==> config.mk <==
export PLATFORM = sky130hd
export DESIGN_NAME = afifo_wr_arb
export DESIGN_NICKNAME = d
export VERILOG_FILES = /design/src/rtl/afifo_pkg.sv /design/src/rtl/afifo_rr_pick.sv /design/src/rtl/afifo_wr_arb.sv
export SDC_FILE = /design/constraint.sdc
export NUM_CORES = 1
export LEC_CHECK = 0
export BUFFER_PORTS_ARGS = -buffer_cell sky130_fd_sc_hd__buf_2
export CAP_MARGIN = 0
export CORE_UTILIZATION = 28
export CTS_CLUSTER_DIAMETER = 120
export CTS_CLUSTER_SIZE = 12
export DETAILED_ROUTE_END_ITERATION = 16
export PLACE_DENSITY_LB_ADDON = 0.15
export SKIP_LAST_GASP = 1
export SLEW_MARGIN = 20
export SYNTH_ARGS = -nofsm -noshare
export SYNTH_HDL_FRONTEND = slang
export SYNTH_SLANG_ARGS = --single-unit
==> constraint.sdc <==
create_clock -name wclk -period 1.8 [get_ports wclk]
set_clock_uncertainty 0.1 [all_clocks]
set_input_delay 0.18 -clock wclk [delete_from_list [all_inputs] [get_ports wclk]]
set_output_delay 0.18 -clock wclk [all_outputs]
set_load 0.03 [all_outputs]
==> src/rtl/afifo_pkg.sv <==
// Shared types and default constants for the FIFO write-side arbiter.
// Optional feature macro: AFIFO_ARB_LOCK_EN (burst lock, see afifo_wr_arb.sv).
package afifo_pkg;

   // Default values for the arbiter parameters.
   localparam int DEF_NUM_REQ    = 4;
   localparam int DEF_DATA_WIDTH = 32;
   localparam int DEF_MAX_BURST  = 8;

   // Arbiter FSM: IDLE arbitrates, GRANT streams beats from the owner.
   typedef enum logic {
      IDLE  = 1'b0,
      GRANT = 1'b1
   } arb_state_t;

endpackage : afifo_pkg

==> src/rtl/afifo_rr_pick.sv <==
// Combinational round-robin picker: returns the first valid requester
// strictly after rr_ptr, wrapping from NUM_REQ-1 back to 0.
module afifo_rr_pick
   import afifo_pkg::*;
#(
   parameter int NUM_REQ = DEF_NUM_REQ,
   parameter int IDX_W   = $clog2(NUM_REQ)
) (
   input  logic [NUM_REQ-1:0] req_valid,
   input  logic [IDX_W-1:0]   rr_ptr,
   output logic [IDX_W-1:0]   pick,
   output logic               any_valid
);

   // One extra bit so rr_ptr + 1 + offset never overflows before wrapping.
   localparam logic [IDX_W:0] N_W = (IDX_W+1)'(NUM_REQ);

   logic [IDX_W:0]     start_raw;
   logic [IDX_W:0]     start;
   logic [NUM_REQ-1:0] rot;
   logic [IDX_W-1:0]   cand [NUM_REQ];

   // Search begins at the requester right after the last owner.
   assign start_raw = {1'b0, rr_ptr} + (IDX_W+1)'(1);
   assign start     = (start_raw >= N_W) ? (start_raw - N_W) : start_raw;

   // Rotate the valids so bit 0 of rot is the highest-priority requester.
   assign rot = NUM_REQ'({req_valid, req_valid} >> start);

   // Absolute requester index for each rotated position.
   generate
      for (genvar gi = 0; gi < NUM_REQ; gi++) begin : g_cand
         logic [IDX_W:0] sum;
         assign sum      = start + (IDX_W+1)'(gi);
         assign cand[gi] = IDX_W'((sum >= N_W) ? (sum - N_W) : sum);
      end
   endgenerate

   // Priority encode: the lowest rotated position that is valid wins.
   always_comb begin
      pick = '0;
      for (int k = NUM_REQ - 1; k >= 0; k--) begin
         if (rot[k]) begin
            pick = cand[k];
         end
      end
   end

   assign any_valid = |req_valid;

endmodule : afifo_rr_pick

==> src/rtl/afifo_wr_arb.sv <==
// Round-robin arbiter feeding N requesters into one async-FIFO write port.
// Beats pass through combinationally (zero latency) while a grant is held.
// Optional feature macro: AFIFO_ARB_LOCK_EN -- when defined, a grant holds
// for up to MAX_BURST consecutive beats; otherwise each beat releases.
module afifo_wr_arb
   import afifo_pkg::*;
#(
   parameter int NUM_REQ    = DEF_NUM_REQ,
   parameter int DATA_WIDTH = DEF_DATA_WIDTH,
   parameter int MAX_BURST  = DEF_MAX_BURST
) (
   input  logic                          wclk,
   input  logic                          wrst,
   input  logic [NUM_REQ-1:0]            req_valid,
   input  logic [NUM_REQ*DATA_WIDTH-1:0] req_data,
   output logic [NUM_REQ-1:0]            req_ready,
   input  logic                          wfull,
   output logic                          winc,
   output logic [DATA_WIDTH-1:0]         wdata,
   output logic [$clog2(NUM_REQ)-1:0]    gnt_id,
   output logic                          busy
);

   localparam int             IDX_W    = $clog2(NUM_REQ);
   localparam logic [IDX_W-1:0] RR_RESET = IDX_W'(NUM_REQ - 1);

   // Parameter sanity checks at elaboration.
   if (NUM_REQ < 2 || NUM_REQ > 16) begin : g_bad_num_req
      $error("afifo_wr_arb: NUM_REQ must be in 2..16");
   end
   if (MAX_BURST < 1 || MAX_BURST > 256) begin : g_bad_max_burst
      $error("afifo_wr_arb: MAX_BURST must be in 1..256");
   end

   arb_state_t        state_reg, state_next;
   logic [IDX_W-1:0]  gnt_id_reg, gnt_id_next;
   logic [IDX_W-1:0]  rr_ptr_reg, rr_ptr_next;
   logic [IDX_W-1:0]  pick_idx;
   logic              any_valid;
   logic              owner_valid;
   logic              ready_en;
   logic [DATA_WIDTH-1:0] data_arr [NUM_REQ];

`ifdef AFIFO_ARB_LOCK_EN
   localparam int               CNT_W    = $clog2(MAX_BURST + 1);
   localparam logic [CNT_W-1:0] CNT_LAST = CNT_W'(MAX_BURST - 1);
   logic [CNT_W-1:0] beat_cnt_reg, beat_cnt_next;
`endif

   // Split the flat data bus into one word per requester.
   generate
      for (genvar gi = 0; gi < NUM_REQ; gi++) begin : g_data
         assign data_arr[gi] = req_data[gi*DATA_WIDTH +: DATA_WIDTH];
      end
   endgenerate

   afifo_rr_pick #(
      .NUM_REQ (NUM_REQ),
      .IDX_W   (IDX_W)
   ) u_pick (
      .req_valid (req_valid),
      .rr_ptr    (rr_ptr_reg),
      .pick      (pick_idx),
      .any_valid (any_valid)
   );

   assign owner_valid = req_valid[gnt_id_reg];

   // State register plus grant bookkeeping; reset aborts any grant at once.
   always_ff @(posedge wclk) begin
      if (wrst) begin
         state_reg    <= IDLE;
         gnt_id_reg   <= '0;
         rr_ptr_reg   <= RR_RESET;
`ifdef AFIFO_ARB_LOCK_EN
         beat_cnt_reg <= '0;
`endif
      end else begin
         state_reg    <= state_next;
         gnt_id_reg   <= gnt_id_next;
         rr_ptr_reg   <= rr_ptr_next;
`ifdef AFIFO_ARB_LOCK_EN
         beat_cnt_reg <= beat_cnt_next;
`endif
      end
   end

   // Next-state logic: arbitrate in IDLE, release on drop or end of burst.
   always_comb begin
      state_next  = state_reg;
      gnt_id_next = gnt_id_reg;
      rr_ptr_next = rr_ptr_reg;
`ifdef AFIFO_ARB_LOCK_EN
      beat_cnt_next = beat_cnt_reg;
`endif
      case (state_reg)
         IDLE: begin
            if (any_valid) begin
               gnt_id_next = pick_idx;
               state_next  = GRANT;
`ifdef AFIFO_ARB_LOCK_EN
               beat_cnt_next = '0;
`endif
            end
         end
         GRANT: begin
            if (!owner_valid) begin
               // Owner went away: hand priority on past it.
               state_next  = IDLE;
               rr_ptr_next = gnt_id_reg;
`ifdef AFIFO_ARB_LOCK_EN
               beat_cnt_next = '0;
`endif
            end else if (!wfull) begin
               // A beat transfers this cycle.
`ifdef AFIFO_ARB_LOCK_EN
               if (beat_cnt_reg == CNT_LAST) begin
                  state_next    = IDLE;
                  rr_ptr_next   = gnt_id_reg;
                  beat_cnt_next = '0;
               end else begin
                  beat_cnt_next = beat_cnt_reg + CNT_W'(1);
               end
`else
               state_next  = IDLE;
               rr_ptr_next = gnt_id_reg;
`endif
            end
            // wfull with owner valid: stall, keep grant and count.
         end
         default: begin
            state_next = IDLE;
         end
      endcase
   end

   // Outputs: forced inactive while reset is asserted.
   always_comb begin
      busy     = (state_reg == GRANT) && !wrst;
      ready_en = busy && !wfull;
      winc     = ready_en && owner_valid;
      wdata    = data_arr[gnt_id_reg];
      gnt_id   = gnt_id_reg;
   end

   generate
      for (genvar gi = 0; gi < NUM_REQ; gi++) begin : g_ready
         assign req_ready[gi] = ready_en && (gnt_id_reg == IDX_W'(gi));
      end
   endgenerate

endmodule : afifo_wr_arb

**Word level (Yosys, flattened, before mapping)**

Cells that the tools add are included.

- Output and inout port bits: 40
- Flip-flop bits (word level): 5
- Logic and storage cells: 59
- Bits of input ports: 135

- Muxes and demuxes: 20
- Bitwise logic cells: 2
- Reductions and logical operators: 13
- Shift-type cells: 1
- Order comparisons: 7
- Equal/unequal tests: 4
- $add $sub $neg: 9

Operators by type and width:

| cell | number |
|---|---|
| binary-select mux 32 bit (select 2 bit) | 1 |
| two-way mux 32 bit | 2 |
| two-way mux 2 bit | 10 |
| >= comparator 3 bit (second input constant) | 6 |
| right shift 8 x 3 -> 4 bit | 1 |
| subtractor 2 x 1 -> 2 bit (second input constant) | 4 |
| logical AND 1 bit | 7 |
| adder 3 x 2 -> 3 bit (second input constant) | 2 |
| equality test 2 bit (second input constant) | 2 |
| two-way mux 1 bit | 4 |
| AND reduction 2 bit | 2 |
| OR reduction 4 bit | 1 |
| adder 2 x 1 -> 3 bit (second input constant) | 1 |
| adder 3 x 1 -> 3 bit (second input constant) | 1 |
| less-than comparator 2 x 3 -> 1 bit (second input constant) | 1 |
| two-way mux 3 bit | 1 |
| NOT 2 -> 3 bit | 1 |
| subtractor 3 bit (second input constant) | 1 |
| binary-select mux 1 bit (select 2 bit) | 1 |
| equality test 2 x 1 -> 1 bit (second input constant) | 1 |
| logical NOT 1 bit | 2 |
| logical NOT 2 bit | 1 |
| != test 2 bit (second input constant) | 1 |
| one-hot mux 1 bit (2 select lines) | 1 |
| NOT 1 bit | 1 |

**Logic depth before layout (Yosys ltp)**

Gate-level depths: netlist of the first run.

- Word-level depth: 10
- Gate-level depth with buffers: 7

**Modules after synthesis**

A second synthesis of the first run with hierarchy kept.

- Cell total of the unflattened synthesis: 113
- Area total of the unflattened synthesis: 1366.3 um^2

By module, submodules not included:

| module | cells an instance | area an instance (um^2) | times used |
|---|---|---|---|
| afifo_wr_arb | 81 | 1133.6 | 1 |
| afifo_rr_pick | 32 | 232.7 | 1 |

**Least setup slack after synthesis of the first run**

Ideal clock, no wire load.

- Path kind: reg-to-output
- Start: reg gnt_id_reg[1] (netlist: gnt_id[1])
- End: out req_ready[2]
- Cell stages (with the launch flop): 4
- Data required time: 1.520 ns
- Slack: -0.396 ns
- Arrival: 1.916 ns
- Cells stage by stage: dfxtp_1 > buf_2 > buf_1 > nor3b_1

- Word-level cells in the longest chain between the ends: 2

Ends and longest elaborated chain:

| what | line | text |
|---|---|---|
| start: declaration | afifo_wr_arb.sv:36 | `logic [IDX_W-1:0] gnt_id_reg, gnt_id_next;` |
| start signal: assignment | afifo_wr_arb.sv:80 | `gnt_id_reg <= gnt_id_next;` |
| equality test 2 bit | afifo_wr_arb.sv:148 | `assign req_ready[gi] = ready_en && (gnt_id_reg == IDX_W'(gi));` |
| logical AND 1 bit | afifo_wr_arb.sv:148 |  |
| end: declaration | afifo_wr_arb.sv:16 | `output logic [NUM_REQ-1:0] req_ready,` |

Every way passes these cells.

**Final worst setup path of the first run**

- Start: reg rr_ptr_reg[0]
- End: reg gnt_id_reg[1] (netlist: gnt_id[1])

- Word-level cells in the longest chain between the ends: 10

Ends and longest elaborated chain:

| what | line | text |
|---|---|---|
| start: declaration | afifo_wr_arb.sv:37 | `logic [IDX_W-1:0] rr_ptr_reg, rr_ptr_next;` |
| start signal: assignment | afifo_wr_arb.sv:81 | `rr_ptr_reg <= rr_ptr_next;` |
| adder 2 x 1 -> 3 bit * | afifo_rr_pick.sv:24 | `assign start_raw = {1'b0, rr_ptr} + (IDX_W+1)'(1);` |
| subtractor 3 bit or >= comparator 3 bit (tied branches) | afifo_rr_pick.sv:25 | `assign start = (start_raw >= N_W) ? (start_raw - N_W) : start_raw;` |
| two-way mux 3 bit * | afifo_rr_pick.sv:25 |  |
| adder 3 x 2 -> 3 bit | afifo_rr_pick.sv:34 | `assign sum = start + (IDX_W+1)'(gi);` |
| >= comparator 3 bit or subtractor 2 x 1 -> 2 bit (tied branches) | afifo_rr_pick.sv:35 | `assign cand[gi] = IDX_W'((sum >= N_W) ? (sum - N_W) : sum);` |
| two-way mux 2 bit | afifo_rr_pick.sv:35 |  |
| two-way mux 2 bit (3 in series) | afifo_rr_pick.sv:43 | `if (rot[k]) begin` |
| two-way mux 2 bit * | afifo_rr_pick.sv:43 |  |

Every way passes the cells marked *; elsewhere a longest branch is shown, timed or not.
A chain may end at the register's enable or synchronous reset.

==> results of run 1 <==
[power groups by stage]
stage	clock network, mW	registers, mW	logic [mW]
finish	0.219	0.151	1.24
global route	0.225	0.153	1.33
CTS	0.225	0.147	1.23
detailed placement	0	0.147	1.21
global placement	0	0.146	1.20
floorplan	0	0.160	0.835
[critical path, stage by stage (launching register included)]
cell	delay (ns)
dfxtp_2	0.33
ha_4	0.27
mux2_4	0.30
a32oi_2	0.19
o211ai_1	0.11
a31o_1	0.23
a311oi_2	0.17
[path summary, 6_finish.rpt]
kind | start | endpoint | slack, ns
max reg2reg | rr_ptr_reg[0]$_SDFFE_PP1P_ | gnt_id[1]$_SDFFE_PP0P_ | 0.007
min | wrst | gnt_id[0]$_SDFFE_PP0P_ | 0.12
max | rr_ptr_reg[0]$_SDFFE_PP1P_ | gnt_id[1]$_SDFFE_PP0P_ | 0.007
min reg2reg | rr_ptr_reg[0]$_SDFFE_PP1P_ | rr_ptr_reg[0]$_SDFFE_PP1P_ | 0.40
[what timing repair did]
| action | CTS | global route |
|---|---|---|
| endpoints found under the setup margin | 12 | 29 |
| cloned | 0 | 1 |
| gates resized for setup | 4 | 4 |
| pin swaps | 0 | 2 |
[layer usage]
metal / up-vias / track usage, % / wire length, microns
met5: - / 0 / 0
met4: 0 / 3.83 / 31
met3: 3 / 3.13 / 472
met2: 77 / 37.3 / 3020
met1: 830 / 23.5 / 1930
li1: 801 / - / -
[layout make-up]
class                      instances  share of cell area, %
clock buffer                       4                   1.95
inverter                           3                  0.486
multi-input combinational         87                   47.7
sequential                         5                   4.65
tap                               50                   2.70
timing repair buffer             183                   42.5
[logic make-up after synthesis]
group           synth area share, %
mux                            60.5
simple gates                   11.8
compound gates                 11.0
buf+inv                        6.79
flops                          7.98
fa+ha+maj                      2.00
[synthesized netlist by cell type, types with 3 or more instances]
cell | n | share of area (%)
mux4_2 | 33 | 59
nand2_1 | 10 | 3.0
nor2_1 | 8 | 2.4
a21oi_1 | 6 | 2.4
buf_2 | 5 | 2.0
dfxtp_1 | 5 | 8.0
nor3_1 | 4 | 1.6
inv_1 | 3 | 0.90
o21ai_0 | 3 | 1.2
[placed cells by master (no fill, tap or decap), types with 2 or more instances in the layout]
cell type,count
nand2_1,10
dfxtp_2,3
buf_4,5
buf_12,2
o21ai_0,3
a31oi_1,2
mux4_2,33
clkbuf_8,3
nor3_1,3
nor2b_2,2
buf_2,174
nor2_1,8
a21oi_1,6
inv_1,3
==> results by group, run 1 <==
Worst setup path
  – FF-to-FF path depth: 6
  – Worst Path Arrival: 1.83 ns
  – CP endpoint kind: flip-flop
  – Crit path required time: 1.84 ns
  – Startpoint types: flip-flop
  – Max FO, Critical Path: 3
  – CP Class: reg -> reg

Clocking
  – CTS buffer count: 3
  – Worst skew pair latency: 0.23 ns
  – Reg clk slew, reported paths: 0.04 ns
  – CTS H-tree lvls: 1
  – Clock tree from TritonCTS: done
  – CTS Buffer Depth: 2
  – CTS Root Cell: clkbuf_8
  – Clock Sinks: 5
  – # hold bufs at CTS: 0
  – Post-CTS setup buffer count: 0

Status
  – Status: complete, no violations

Cells and area
  – Layout Nets: 420
  – Seq. cell area: 108 sq um
  – Final core utilization: 55.9%
  – Multi-input combinational cell area: 1100 sq um
  – Non-filler cells, final: 332
  – Area growth syn-to-layout: 84.6%
  – Layout cell share with drive strength beyond 1: 82.3%
  – Post-route cell area: 2310 sq um
  – # fillers: 403
  – Antenna Cells: 0

Routing
  – First-pass iteration count of the detailed router: 5
  – Drt total wl: 5460 microns
  – Drc violations: 0
  – Vias/cell: 5.15
  – Wirelength per Cell: 16.4 microns
  – Antenna-violating nets left: 0
  – Drt first-iter violations: 51
  – Via count: 1,711

STA
  – Final setup vio count: 0
  – Fin. Hold Viols: 0
  – Hold_ws: 0.122 ns
  – Slew @ Worst Pin: 0.371 ns
  – Final TNS setup: 0 ns
  – Fmax: 558 MHz
  – Max-slew headroom: 75.2%
  – Period utilisation layout: 99.6%
  – Max-slew violations: 0
  – Final Worst Setup Slack: 0.00744 ns
  – Tmin final: 1.79 ns
  – RSZ-0062 raised after global routing: true

Hold path
  – Hold Path Depth: 2
  – Worst Hold Class: in -> reg

Pwr
  – Sw power: 764 uW
  – Pwr dens: 695 nW/um^2
  – Design Power: 1.61 mW
  – Clk network pwr share: 13.6%
  – Gate power share: 77.0%
  – Peak supply drop: 0.000439 V
  – Net Sw Frac: 47.5%
  – Cell-internal power: 845 uW
  – Lkg Pwr: 1.14 nW
  – Sequential Power Share: 9.4%

Logic synthesis
  – EDFF count, synth: 0
  – Avg Cell Area, Syn: 11.7 sq um
  – YS warnings: 0
  – Post-Synthesis Cells: 107
  – Post-synth cell types: 32
  – Asr flop ratio synth: 0%
  – Ys flop type: dfxtp_1
  – Post-synthesis sequential area ratio: 7.98%
  – Synthesized area: 1250 sq um
  – Mapped Nets: 244
  – Yosys reg bits: 5

Placed design
  – Routability cong.: 0.834
  – Dpl hpwl: 4570 microns
  – Pre-CTS WS: 0.0435 ns
  – # placed instances: 327
  – IO Port Bufs: 174
  – Placed instance area: 2210 sq um

Floorplanning
  – IO Pins: 175
  – Initial Utilization: 30.3%
  – Die Y: 68.9 microns
  – Die Wd: 68.9 microns
  – Core area: 4140 sq um
  – Row count: 23
  – Die area: 4750 sq um

Global routing
  – Vias in the first global route: 1,431
  – Largest net degree at the start of global routing: 22
  – Grt ovf: 0
  – Initial antenna violation count: 0
  – Global-route wire length before repair: 6960 microns
  – GR Util All Layers: 19.8%

Flow run
  – Max_cap viols: 0
Power figures use the tool's default switching activity.
==> inputs of run 2 (changes only) <==
CORE_UTILIZATION = 29   (was 28)
CTS_BUF_LIST = sky130_fd_sc_hd__clkbuf_8   (was default)
==> results by group, run 2 (same netlist as run 1, synthesis figures left out) <==
Clocking
  – CTS buffer count: 3
  – CTS Buffer Depth: 2
  – CTS Root Cell: clkbuf_8
  – CTS H-tree lvls: 1
  – Reg clk slew, reported paths: 0.04 ns
  – Clock Sinks: 5
  – Clock tree from TritonCTS: done
  – Worst skew pair latency: 0.22 ns

Pwr
  – Lkg Pwr: 1.25 nW
  – Design Power: 1.86 mW
  – Peak supply drop: 0.000438 V
  – Pwr dens: 720 nW/um^2

Floorplanning
  – Die area: 4590 sq um
  – Initial Utilization: 30.7%
  – Core area: 4090 sq um
  – Die Wd: 67.8 microns
  – IO Pins: 175
  – Die Y: 67.8 microns
  – Row count: 23

STA
  – Fin. Hold Viols: 0
  – RSZ-0062 raised after global routing: true
  – Hold_ws: 0.129 ns
  – Final setup vio count: 0
  – Period utilisation layout: 99.3%
  – Final TNS setup: 0 ns
  – Slew @ Worst Pin: 0.425 ns
  – Tmin final: 1.79 ns
  – Max-slew violations: 0
  – Final Worst Setup Slack: 0.0117 ns
  – Fmax: 559 MHz
  – Max-slew headroom: 71.5%

Worst setup path
  – CP Class: reg -> out
  – Worst Path Arrival: 1.51 ns
  – FF-to-FF path depth: 6
  – Max FO, Critical Path: 8
  – Startpoint types: flip-flop
  – Crit path required time: 1.52 ns
  – R2r setup slk: 0.04 ns
  – CP endpoint kind: output pin
  – Crit Reg-Reg Startpoint: rr_ptr_reg[0]$_SDFFE_PP1P_
  – RR Endpoint: gnt_id[1]$_SDFFE_PP0P_

Cells and area
  – # fillers: 358
  – Layout cell share with drive strength beyond 1: 82.2%
  – Layout Nets: 425
  – Antenna Cells: 0
  – Final core utilization: 63.1%
  – Post-route cell area: 2580 sq um
  – Most frequent cells in the layout: buf_2, mux4_2, buf_6
  – Non-filler cells, final: 337
  – Area growth syn-to-layout: 106%
  – Most common cell after layout, fill and taps aside: buf_2

Placed design
  – Routability cong.: 0.812
  – # placed instances: 328
  – Dpl hpwl: 4540 microns
  – Placed instance area: 2230 sq um
  – IO Port Bufs: 174
  – Pre-CTS WS: 0.0141 ns

Routing
  – Vias/cell: 5.19
  – Drt first-iter violations: 32
  – Top Layer Used: met4
  – Wirelength per Cell: 16.7 microns
  – First-pass iteration count of the detailed router: 4
  – Antenna-violating nets left: 0
  – Drt total wl: 5630 microns
  – M1 WL: 1960 microns
  – Drc violations: 0
  – Met3 wire length: 464 microns
  – Via count: 1,749
  – WL met2: 3090 microns

Global routing
  – GR Util All Layers: 21.5%
  – Vias in the first global route: 1,657
  – Grt ovf: 0
  – Initial antenna violation count: 0
  – Global-route wire length before repair: 7420 microns
  – Largest net degree at the start of global routing: 23

Hold path
  – Hold Crit Start: wrst
  – Worst Hold Class: in -> reg
  – Hold Path Depth: 2
  – Hold endpoint: gnt_id[0]$_SDFFE_PP0P_

Flow run
  – Max_cap viols: 0

Status
  – Status: complete, no violations
==> run 2: repair_timing <==
item,CTS,global route
gates cloned,0,2
setup endpoints to repair,2,35
hold buffers,0,0
pin swaps,0,4
buffers inserted,0,3
resized for setup,1,103
==> run 2: report_power, final <==
part           switching [mW]  internal [mW]  leakage (nW)
Combinational           0.724          0.771          1.18
Sequential             0.0258          0.130        0.0418
Clock                  0.0592          0.147        0.0269
==> run 2: layout make-up <==
cell class / instances / area (sq um) / share of cell area (%)
clock buffer: 3 / 41.3 / 1.60
clock inverter: 1 / 3.75 / 0.146
inverter: 3 / 11.3 / 0.437
multi-input combinational: 87 / 1100 / 42.7
sequential: 5 / 108 / 4.17
tap: 50 / 62.6 / 2.43
timing repair buffer: 188 / 1250 / 48.5
==> run 2: worst max path at each step <==
stage          slack (ns)                endpoint  cells past startpoint                        from
2_1_floorplan       0.003                wdata[0]                      3      gnt_id[0]$_SDFFE_PP0P_
3_3_place_gp         0.05  gnt_id[1]$_SDFFE_PP0P_                      6  rr_ptr_reg[0]$_SDFFE_PP1P_
3_5_place_dp         0.01  gnt_id[1]$_SDFFE_PP0P_                      6  rr_ptr_reg[0]$_SDFFE_PP1P_
4_1_cts            -0.004               wdata[12]                      3      gnt_id[0]$_SDFFE_PP0P_
5_1_grt             -0.03               wdata[15]                      3      gnt_id[0]$_SDFFE_PP0P_
6_report             0.01               wdata[15]                      3      gnt_id[0]$_SDFFE_PP0P_
==> run 2: metal layers <==
metal,global-route usage [%],up-vias
li1,-,814
met1,24.7,842
met2,39.1,81
met3,4.56,12
met4,6.91,0
met5,0,-
==> run 2: critical path, cell delays in order, from the launching register on <==
cell	delay, ns
dfxtp_4	0.42
clkbuf_16	0.18
mux4_2	0.52
buf_6	0.16
==> inputs of run 3 (changes only) <==
==> constraint.sdc (replaced) <==
create_clock -name wclk -period 1.8 [get_ports wclk]
set_clock_uncertainty 0.1 [all_clocks]
set_input_delay 0.27 -clock wclk [delete_from_list [all_inputs] [get_ports wclk]]
set_output_delay 0.27 -clock wclk [all_outputs]
set_load 0.03 [all_outputs]
==> results by group, run 3 (same netlist as run 1, synthesis figures left out) <==
Status
  – Status: finished, violations left
  – Failing checks: setup timing

Worst setup path
  – CP Class: reg -> out
  – Max FO, Critical Path: 10
  – Crit path required time: 1.43 ns
  – Crit Reg-Reg Startpoint: rr_ptr_reg[0]$_SDFFE_PP1P_
  – RR Endpoint: gnt_id[1]$_SDFFE_PP0P_
  – FF-to-FF path depth: 6
  – CP endpoint kind: output pin
  – Startpoint types: flip-flop
  – Worst Path Arrival: 1.47 ns
  – R2r setup slk: 0.01 ns

STA
  – Tmin final: 1.84 ns
  – Fin. Hold Viols: 0
  – Fmax: 543 MHz
  – Period utilisation layout: 102%
  – Max-slew violations: 0
  – RSZ-0062 raised after global routing: true
  – Final Worst Setup Slack: -0.0410 ns
  – Hold_ws: 0.237 ns
  – Max-slew headroom: 74.3%
  – Slew @ Worst Pin: 0.384 ns
  – Final setup vio count: 29

Hold path
  – Hold endpoint: gnt_id[0]$_SDFFE_PP0P_
  – Worst Hold Class: in -> reg
  – Hold Crit Start: wrst
  – Hold Path Depth: 2

Cells and area
  – Antenna Cells: 0
  – Layout Nets: 424
  – Final core utilization: 60.6%
  – Most common cell after layout, fill and taps aside: buf_2
  – # fillers: 379
  – Area growth syn-to-layout: 97.6%
  – Post-route cell area: 2480 sq um
  – Layout cell share with drive strength beyond 1: 82.2%
  – Most frequent cells in the layout: buf_2, mux4_2, buf_4

Global routing
  – Largest net degree at the start of global routing: 20
  – GR Util All Layers: 22.6%
  – Initial antenna violation count: 0
  – Grt ovf: 0
  – Vias in the first global route: 1,664
  – Global-route wire length before repair: 7650 microns

Pwr
  – Design Power: 1.75 mW
  – Pwr dens: 707 nW/um^2
  – Lkg Pwr: 1.21 nW
  – Peak supply drop: 0.000413 V

Clocking
  – CTS H-tree lvls: 1
  – Worst skew pair latency: 0.22 ns
  – CTS buffer count: 3
  – Clock tree from TritonCTS: done
  – CTS Buffer Depth: 2
  – CTS Root Cell: clkbuf_8
  – Clock Sinks: 5
  – Reg clk slew, reported paths: 0.03 ns

Routing
  – Wirelength per Cell: 17.0 microns
  – Antenna-violating nets left: 0
  – Via count: 1,709
  – Drt total wl: 5720 microns
  – First-pass iteration count of the detailed router: 4
  – Drc violations: 0
  – Vias/cell: 5.09
  – Drt first-iter violations: 69

Floorplanning
  – Initial Utilization: 30.7%
  – Die Y: 67.8 microns
  – Core area: 4090 sq um
  – Row count: 23
  – Die Wd: 67.8 microns
  – IO Pins: 175
  – Die area: 4590 sq um

Placed design
  – Pre-CTS WS: 0.0362 ns
  – Routability cong.: 0.861
  – Placed instance area: 2240 sq um
  – IO Port Bufs: 174
  – Dpl hpwl: 4270 microns

Flow run
  – Max_cap viols: 0
run 3: changes by cell type in the layout (fill, tap and decap cells not counted), moves of 2 or more:
cell,before,now
dfxtp_2,3,1
clkbuf_16,2,0
buf_4,9,30
buf_6,33,13
run 3: where the power goes:
part           switching, mW  internal, mW
Combinational          0.702         0.694
Clock                 0.0573         0.146
Sequential            0.0219         0.130
Total                  0.781         0.970
run 3: stage by stage:
step                      TNS, ns  std cells
final                      -0.630        336
after global routing        -2.29        336
after CTS                   -1.58        338
after detailed placement        0        328
after global placement          0        328
after floorplan            -0.803        107
run 3: area by class of cell:
| class | instances | area, sq um | share of cell area [%] |
|---|---|---|---|
| clock buffers | 3 | 41.3 | 1.67 |
| well taps | 50 | 62.6 | 2.53 |
| repair buffers | 187 | 1130 | 45.8 |
| clock inverters | 1 | 3.75 | 0.152 |
| multi-input cells | 87 | 1110 | 45.0 |
| flip-flops and latches | 5 | 109 | 4.39 |
| inverters | 3 | 11.3 | 0.455 |
run 3: per-layer routing:
metal	up-vias	track usage (%)	wire length (microns)
met5	-	0	0
met4	0	5.32	61
met3	8	4.90	458
met2	74	43.1	3260
met1	816	24.8	1940
li1	811	-	-
run 3: what timing repair did:
item	4_1_cts	5_1_grt
hold buffers	0	0
buffers inserted	4	0
pin swaps	0	0
resized for setup	50	7
setup endpoints to repair	33	37
cloned	2	0
run 3: how the worst max path moves through the flow:
stage,start,to,slack [ns]
floorplan,gnt_id[0]$_SDFFE_PP0P_,wdata[0],-0.04
global placement,rr_ptr_reg[0]$_SDFFE_PP1P_,gnt_id[1]$_SDFFE_PP0P_,0.06
detailed placement,rr_ptr_reg[0]$_SDFFE_PP1P_,gnt_id[1]$_SDFFE_PP0P_,0.04
CTS,gnt_id[0]$_SDFFE_PP0P_,wdata[29],-0.09
global route,gnt_id[0]$_SDFFE_PP0P_,wdata[7],-0.09
finish,gnt_id[0]$_SDFFE_PP0P_,wdata[7],-0.04
run 3: critical path, cell delays in order (launching register included):
cell,delay [ns]
dfxtp_4,0.39
buf_12,0.15
mux4_2,0.52
buf_4,0.19
